<file path="src/rtl/instr_sequencer.sv">
// Multi-cycle instruction sequencer that drives the 16-bit datapath control bundle.
// Optional build macro SEQ_STEP_EN adds a step input that gates every non-WAIT state.
module instr_sequencer #(
    parameter int W = 16
) (
    input  logic         clk,
    input  logic         reset_n,
`ifdef SEQ_STEP_EN
    input  logic         step,
`endif
    input  logic         start,
    input  logic [15:0]  instr,
    output logic         busy,
    output logic         done,
    output logic         illegal,
    output logic [2:0]   readnum,
    output logic [2:0]   writenum,
    output logic         write,
    output logic         vsel,
    output logic         loada,
    output logic         loadb,
    output logic [1:0]   shift,
    output logic         asel,
    output logic         bsel,
    output logic [1:0]   ALUop,
    output logic         loadc,
    output logic         loads,
    output logic [W-1:0] datapath_in
);

    typedef enum logic [2:0] {
        S_WAIT,
        S_DECODE,
        S_GETA,
        S_GETB,
        S_EXEC,
        S_WRREG,
        S_WRIMM
    } state_t;

    state_t      r_state;
    state_t      w_state_next;
    logic [15:0] r_instr;
    logic        r_done;
    logic        r_illegal;
    logic        w_advance;

`ifdef SEQ_STEP_EN
    assign w_advance = step;
`else
    assign w_advance = 1'b1;
`endif

    logic [2:0] w_opcode;
    logic [1:0] w_op;
    logic [2:0] w_rn;
    logic [2:0] w_rd;
    logic [1:0] w_sh;
    logic [2:0] w_rm;
    logic       w_is_movi;
    logic       w_is_movr;
    logic       w_is_alu;
    logic       w_is_cmp;
    logic       w_is_mvn;
    logic       w_legal;

    assign w_opcode  = r_instr[15:13];
    assign w_op      = r_instr[12:11];
    assign w_rn      = r_instr[10:8];
    assign w_rd      = r_instr[7:5];
    assign w_sh      = r_instr[4:3];
    assign w_rm      = r_instr[2:0];
    assign w_is_movi = (w_opcode == 3'b110) && (w_op == 2'b10);
    assign w_is_movr = (w_opcode == 3'b110) && (w_op == 2'b00);
    assign w_is_alu  = (w_opcode == 3'b101);
    assign w_is_cmp  = w_is_alu && (w_op == 2'b01);
    assign w_is_mvn  = w_is_alu && (w_op == 2'b11);
    assign w_legal   = w_is_movi || w_is_movr || w_is_alu;

    // NOTE: sequential state uses non-blocking assignments so every flop samples pre-edge values.
    always_ff @(posedge clk or negedge reset_n) begin
        if (!reset_n) begin
            r_state <= S_WAIT;
        end else begin
            r_state <= w_state_next;
        end
    end

    // NOTE: every output gets a default first so no path through the case infers a latch.
    always_comb begin
        w_state_next = r_state;
        readnum      = 3'd0;
        writenum     = 3'd0;
        write        = 1'b0;
        vsel         = 1'b0;
        loada        = 1'b0;
        loadb        = 1'b0;
        shift        = 2'b00;
        asel         = 1'b0;
        bsel         = 1'b0;
        ALUop        = 2'b00;
        loadc        = 1'b0;
        loads        = 1'b0;
        case (r_state)
            S_WAIT: begin
                if (start) w_state_next = S_DECODE;
            end
            S_DECODE: begin
                if (w_advance) begin
                    if (!w_legal)                   w_state_next = S_WAIT;
                    else if (w_is_movi)             w_state_next = S_WRIMM;
                    else if (w_is_movr || w_is_mvn) w_state_next = S_GETB;
                    else                            w_state_next = S_GETA;
                end
            end
            S_GETA: begin
                readnum = w_rn;
                loada   = 1'b1;
                if (w_advance) w_state_next = S_GETB;
            end
            S_GETB: begin
                readnum = w_rm;
                loadb   = 1'b1;
                if (w_advance) w_state_next = S_EXEC;
            end
            S_EXEC: begin
                shift = w_sh;
                ALUop = w_is_movr ? 2'b00 : w_op;
                asel  = w_is_movr || w_is_mvn;
                loadc = !w_is_cmp;
                loads = w_is_cmp;
                if (w_advance) w_state_next = w_is_cmp ? S_WAIT : S_WRREG;
            end
            S_WRREG: begin
                writenum = w_rd;
                write    = 1'b1;
                if (w_advance) w_state_next = S_WAIT;
            end
            S_WRIMM: begin
                writenum = w_rn;
                write    = 1'b1;
                vsel     = 1'b1;
                if (w_advance) w_state_next = S_WAIT;
            end
            default: w_state_next = S_WAIT;
        endcase
    end

    // Instruction latch plus the retirement flags; illegal stays up until the next accepted start.
    always_ff @(posedge clk or negedge reset_n) begin
        if (!reset_n) begin
            r_instr   <= 16'h0000;
            r_done    <= 1'b0;
            r_illegal <= 1'b0;
        end else begin
            r_done <= (r_state != S_WAIT) && (w_state_next == S_WAIT);
            if (r_state == S_WAIT && start) begin
                r_instr   <= instr;
                r_illegal <= 1'b0;
            end else if (r_state == S_DECODE && w_advance && !w_legal) begin
                r_illegal <= 1'b1;
            end
        end
    end

    assign busy        = (r_state != S_WAIT);
    assign done        = r_done;
    assign illegal     = r_illegal;
    assign datapath_in = {{(W-8){r_instr[7]}}, r_instr[7:0]};

endmodule

</file>
<file path="config.mk">
export PLATFORM = sky130hd
export DESIGN_NAME = instr_sequencer
export DESIGN_NICKNAME = d
export VERILOG_FILES = /design/src/rtl/instr_sequencer.sv
export SDC_FILE = /design/constraint.sdc
export NUM_CORES = 1
export LEC_CHECK = 0
export ABC_AREA = 1
export CORE_AREA = 2 2 57 59
export DETAILED_ROUTE_END_ITERATION = 6
export DIE_AREA = 0 0 59 61
export GPL_TIMING_DRIVEN = 0
export PLACE_DENSITY = 0.91
export SYNTH_ARGS = -nofsm -noshare
export SYNTH_HDL_FRONTEND = slang
export SYNTH_SLANG_ARGS = --single-unit
export TNS_END_PERCENT = 5
</file>
<file path="constraint.sdc">
create_clock -name clk -period 2.71 [get_ports clk]
set_clock_uncertainty 0.1 [all_clocks]
set_input_delay 0.813 -clock clk [delete_from_list [all_inputs] [get_ports clk]]
set_output_delay 0.813 -clock clk [all_outputs]
set_load 0.03 [all_outputs]
</file>
# --- Yosys cells after proc, flatten, opt, wreduce, memory -nomap -nowiden ---
# Index checks and enable logic that the tools add are counted.
totals:
  reg_bits: 21
  latchBits: 0
  ram_bits: 0
  rom_bits: 0
  inputBits: 19
  output_inout_bits: 37
  wordCells: 53
  n_memories: 0
op_classes:
  add_sub_neg: 0
  multipliers: 0
  div: 0
  magnitude_cmp: 0
  eq_ne: 11
  shift: 0
  n_mux: 20
  bitwise_logic: 0
  n_reduce_logical: 18
ops:
  columns: ["operator", "n"]
  rows:
  - ["$eq 3x3->1 const B", 5]
  - ["$pmux 3 s5", 1]
  - ["$mux 3", 4]
  - ["$pmux 3 s2", 2]
  - ["$mux 1", 10]
  - ["$logic_and 1x1->1", 7]
  - ["$eq 3x2->1 const B", 2]
  - ["$logic_not 3->1", 2]
  - ["$mux 2", 3]
  - ["$eq 2x2->1 const B", 2]
  - ["$eq 3x1->1 const B", 1]
  - ["$logic_or 1x1->1", 3]
  - ["$reduce_bool 3->1", 1]
  - ["$eq 2x1->1 const B", 1]
  - ["$logic_not 1->1", 2]
  - ["$logic_not 2->1", 1]
  - ["$reduce_bool 2->1", 1]
  - ["$reduce_or 2->1", 1]

# --- Longest topological paths before layout ---
logic_depth:
  depth_word: 9
  depth_mapped: 8
  mapped_depth_nobuf: 8

# --- Worst setup path after synthesis ---
# OpenSTA, ideal clock, no wires.
synth_timing:
  path_kind: "register to output"
  startpoint: "register r_state[1]"
  endpoint: "output port readnum[0]"
  arrival_time_ns: 1.637
  required_time_ns: 1.797
  setup_slack_ns: 0.160
  stages_incl_launch_ff: 5
  n_path_buf: 0
  path_cell_list: "dfrtp_1 inv_1 nor3_2 inv_1 o22ai_1"
synth_between:
  elab_chain_len: 2
  elab_cells_between_ends: 3
  classes_between: "eq/ne: 2; mux: 1"
synth_lines:
  columns: ["element", "line", "source"]
  rows:
  - ["start: declaration", "41", "state_t r_state;"]
  - ["start signal: assignment", "85", "r_state <= w_state_next;"]
  - ["$eq 3x2->1", "104", "case (r_state)"]
  - ["$pmux 3 s2 *", "104", null]
  - ["end: declaration", "16", "output logic [2:0] readnum,"]
# Mark *: on every way between the ends. The rest lies on a longest branch, timed or not.

# --- Worst setup path in the final report ---
layout_timing:
  startpoint: "register r_state[2]"
  endpoint: "output port readnum[0]"
# The elaborated chain is that of the path after synthesis.

==> impl_results.md <==
* Synth Instances at 155
* I/O Buffers at 54
* Maximum VDD drop at 0.442 mV
* Yosys warnings at 0
* Die Y at 61 µm
* Worst hold path class: reg2reg
* CP Cell Sequence: inv_2 -> nand3_1 -> o22ai_1 -> clkdlybuf4s15_1
* Num CTS Buffers at 3
* First-pass GRT wire length at 4.31 mm
* Synth top area share at 42.5%
* GPL Wtd Cong at 0.844
* Critical Path Max Stage Delay at 0.48 ns
* Clock period minus final worst setup slack at 2.63 ns
* Max-slew headroom at 39.0%
* Total core area at 2950 µm²
* Post-route ant nets at 0
* Worst endpoint required time at 1.80 ns
* Initial antenna violation count at 0
* Slew @ Worst Pin at 0.912 ns
* Worst-Skew Late Latency at 0.30 ns
* Crit path launch: r_state[2]$_DFF_PN0_
* GRT Residual Overflow at 0
* Vias at 1106
* Vias in the first global route at 998
* RSZ-0062 raised after global routing: yes
* Antenna cells at 0
* Cell taking the most area after synthesis: dfrtp_1
* Net count after synthesis at 174
* FMAX at 0.380 GHz
* Count leader, synth: nand2_1
* Crit path max-delay cell type: dfrtp_1
* Min Hold Slack at 0.419 ns
* PD cells at 1180 nW/µm²
* Reg2Reg Depth at 7
* Distinct cells, synth at 21
* CTS tree: built
* Finished Core Util at 61.6%
* DP Cell Count at 242
* DP Area at 1820 µm²
* Post-synth ARST share at 100%
* Total Routing Usage GR at 16.5%
* Htree depth at 1
* Setup TNS at 0 ns
* Drt first-iter violations at 39
* Final setup viols at 0
* Post-route cell area at 1820 µm²
* Crit-path leading delay family: buffers and inverters
* Post-synthesis average cell area at 7.98 µm²
* Max_cap viols at 0
* Nets at 233
* Buf+Inv Stages, Crit Path at 2
* IO Pins at 56
* Final non-filler cell total at 246
* Post-route setup slack at 0.0793 ns
* Syn Std Cell Area at 1240 µm²
* Vias per inst at 4.50
* Worst R2R Setup Slack at 1.22 ns
* Hold path cells at 1
* Share of post-route cells with drive strength above 1 at 23.5%
* Placement Setup Slack at 0.127 ns
* Count of pins over their slew limit at 0
* Drt drc at 0
* Final wirelength at 2.74 mm
* RR Endpoint: r_instr[10]$_DFFE_PN0P_
* Peak fanout along the critical path at 6
* Root buffer cell: clkbuf_4
* R2r startpoint: r_state[1]$_DFF_PN0_
* Final period util at 97.1%
* Critical path type: reg2out
* Initial Util at 41.9%
* Sequential area share after synthesis at 42.5%
* Area contributors post-synth: dfrtp_1 42%, buf_4 10%, nand2_1 10%
* CTS sink cnt at 21
* Row count at 20
* Avg WL per Cell at 11.1 µm
* HP Start: illegal$_DFFE_PN0P_
* Filler Cell Count at 264
* Final Hold Vio Count at 0
* Clock buffer depth at 2
* Top_reg_cell synth: dfrtp_1
* Pin count of the biggest net entering global routing at 22
* Layout area overhead at 47.0%
* Clock transition at path regs at 0.11 ns
* Post-synth EDFFs at 0
* CTS hold repair buffers at 0
* Status: finished, final reports clean
* Type of destination of the critical path: output port
* Chip width at 59 µm
* Setup crit start kind: flop
* Post-route total power at 2.14 mW
* Hold endpoint: illegal$_DFFE_PN0P_
* Pre-antenna DRT Iters at 4
* Die footprint at 3600 µm²
* Worst EP arrival at 1.72 ns
* Synth top cells by count: 34 x nand2_1, 24 x inv_1, 21 x dfrtp_1, 17 x buf_4, 12 x nor2_1
* Leak at 0.982 nW
* Detailed Place HPWL at 2.18 mm
* Flops & latches, synth at 21
## where the power goes
part           internal, mW  total (mW)  switching [mW]
registers             0.460       0.578           0.118
logic                 0.615        1.41           0.798
clock network        0.0574       0.148          0.0905
## layout make-up
cell class	count	area, µm²	area share, %
clock buffers	4	26.3	1.44
inverters	28	105	5.78
plain buffers	20	155	8.53
multi-input cells	86	452	24.8
well taps	33	41.3	2.27
flip-flops and latches	21	526	28.9
repair buffers	54	514	28.3
## what timing repair did
action | CTS | global route
buffers inserted | 0 | 0
resized for setup | 17 | 6
endpoints found under the hold margin | 0 | 0
setup endpoints to repair | 17 | 4
## flip-flops by register name, summed over array words and instances (netlist names)
signal,flops
done,1
illegal,1
r_state,3
r_instr,16
## layer usage
metal | share of wire [%] | routed length, µm | GRT usage (%)
met5 | 0 | 0 | 0
met4 | 2.4 | 65 | 9.42
met3 | 6.3 | 172 | 3.41
met2 | 49 | 1330 | 28.1
met1 | 43 | 1170 | 19.4
## cell families after synthesis
| group | share of synthesized area, % |
|---|---|
| buffers and inverters | 21.0 |
| AND/OR/NAND/NOR | 22.9 |
| flip-flops | 42.5 |
| AO/OA/AOI/OAI | 13.3 |
| other | 0.303 |
## worst max-delay path by stage
| stage | to | slack (ns) | depth (start not counted) |
|---|---|---|---|
| 6_report | readnum[0] | 0.08 | 4 |
| 5_1_grt | readnum[0] | -0.04 | 5 |
| 4_1_cts | readnum[1] | 0.05 | 4 |
| 3_5_place_dp | readnum[1] | 0.13 | 5 |
| 3_3_place_gp | readnum[1] | 0.12 | 5 |
| 2_1_floorplan | readnum[0] | 0.16 | 4 |
## cell usage in the layout, fill, tap and decap left out
cell type,instances
nor2_1,12
clkbuf_4,3
nand2_2,6
clkbuf_2,2
nand3_1,5
dfrtp_1,21
nand2_1,34
nor2_4,1
conb_1,1
buf_6,2
nor2_2,1
inv_1,24
o211ai_1,1
o21a_1,1
inv_2,4
a21oi_1,2
buf_4,17
clkbuf_1,1
clkdlybuf4s15_1,2
nand3_2,1
o21ai_0,3
dlygate4sd2_1,13
o22ai_1,6
nor3_2,2
buf_2,1
clkdlybuf4s50_1,37
o21ai_2,10
No activity file was read; power rests on OpenSTA's default activity.
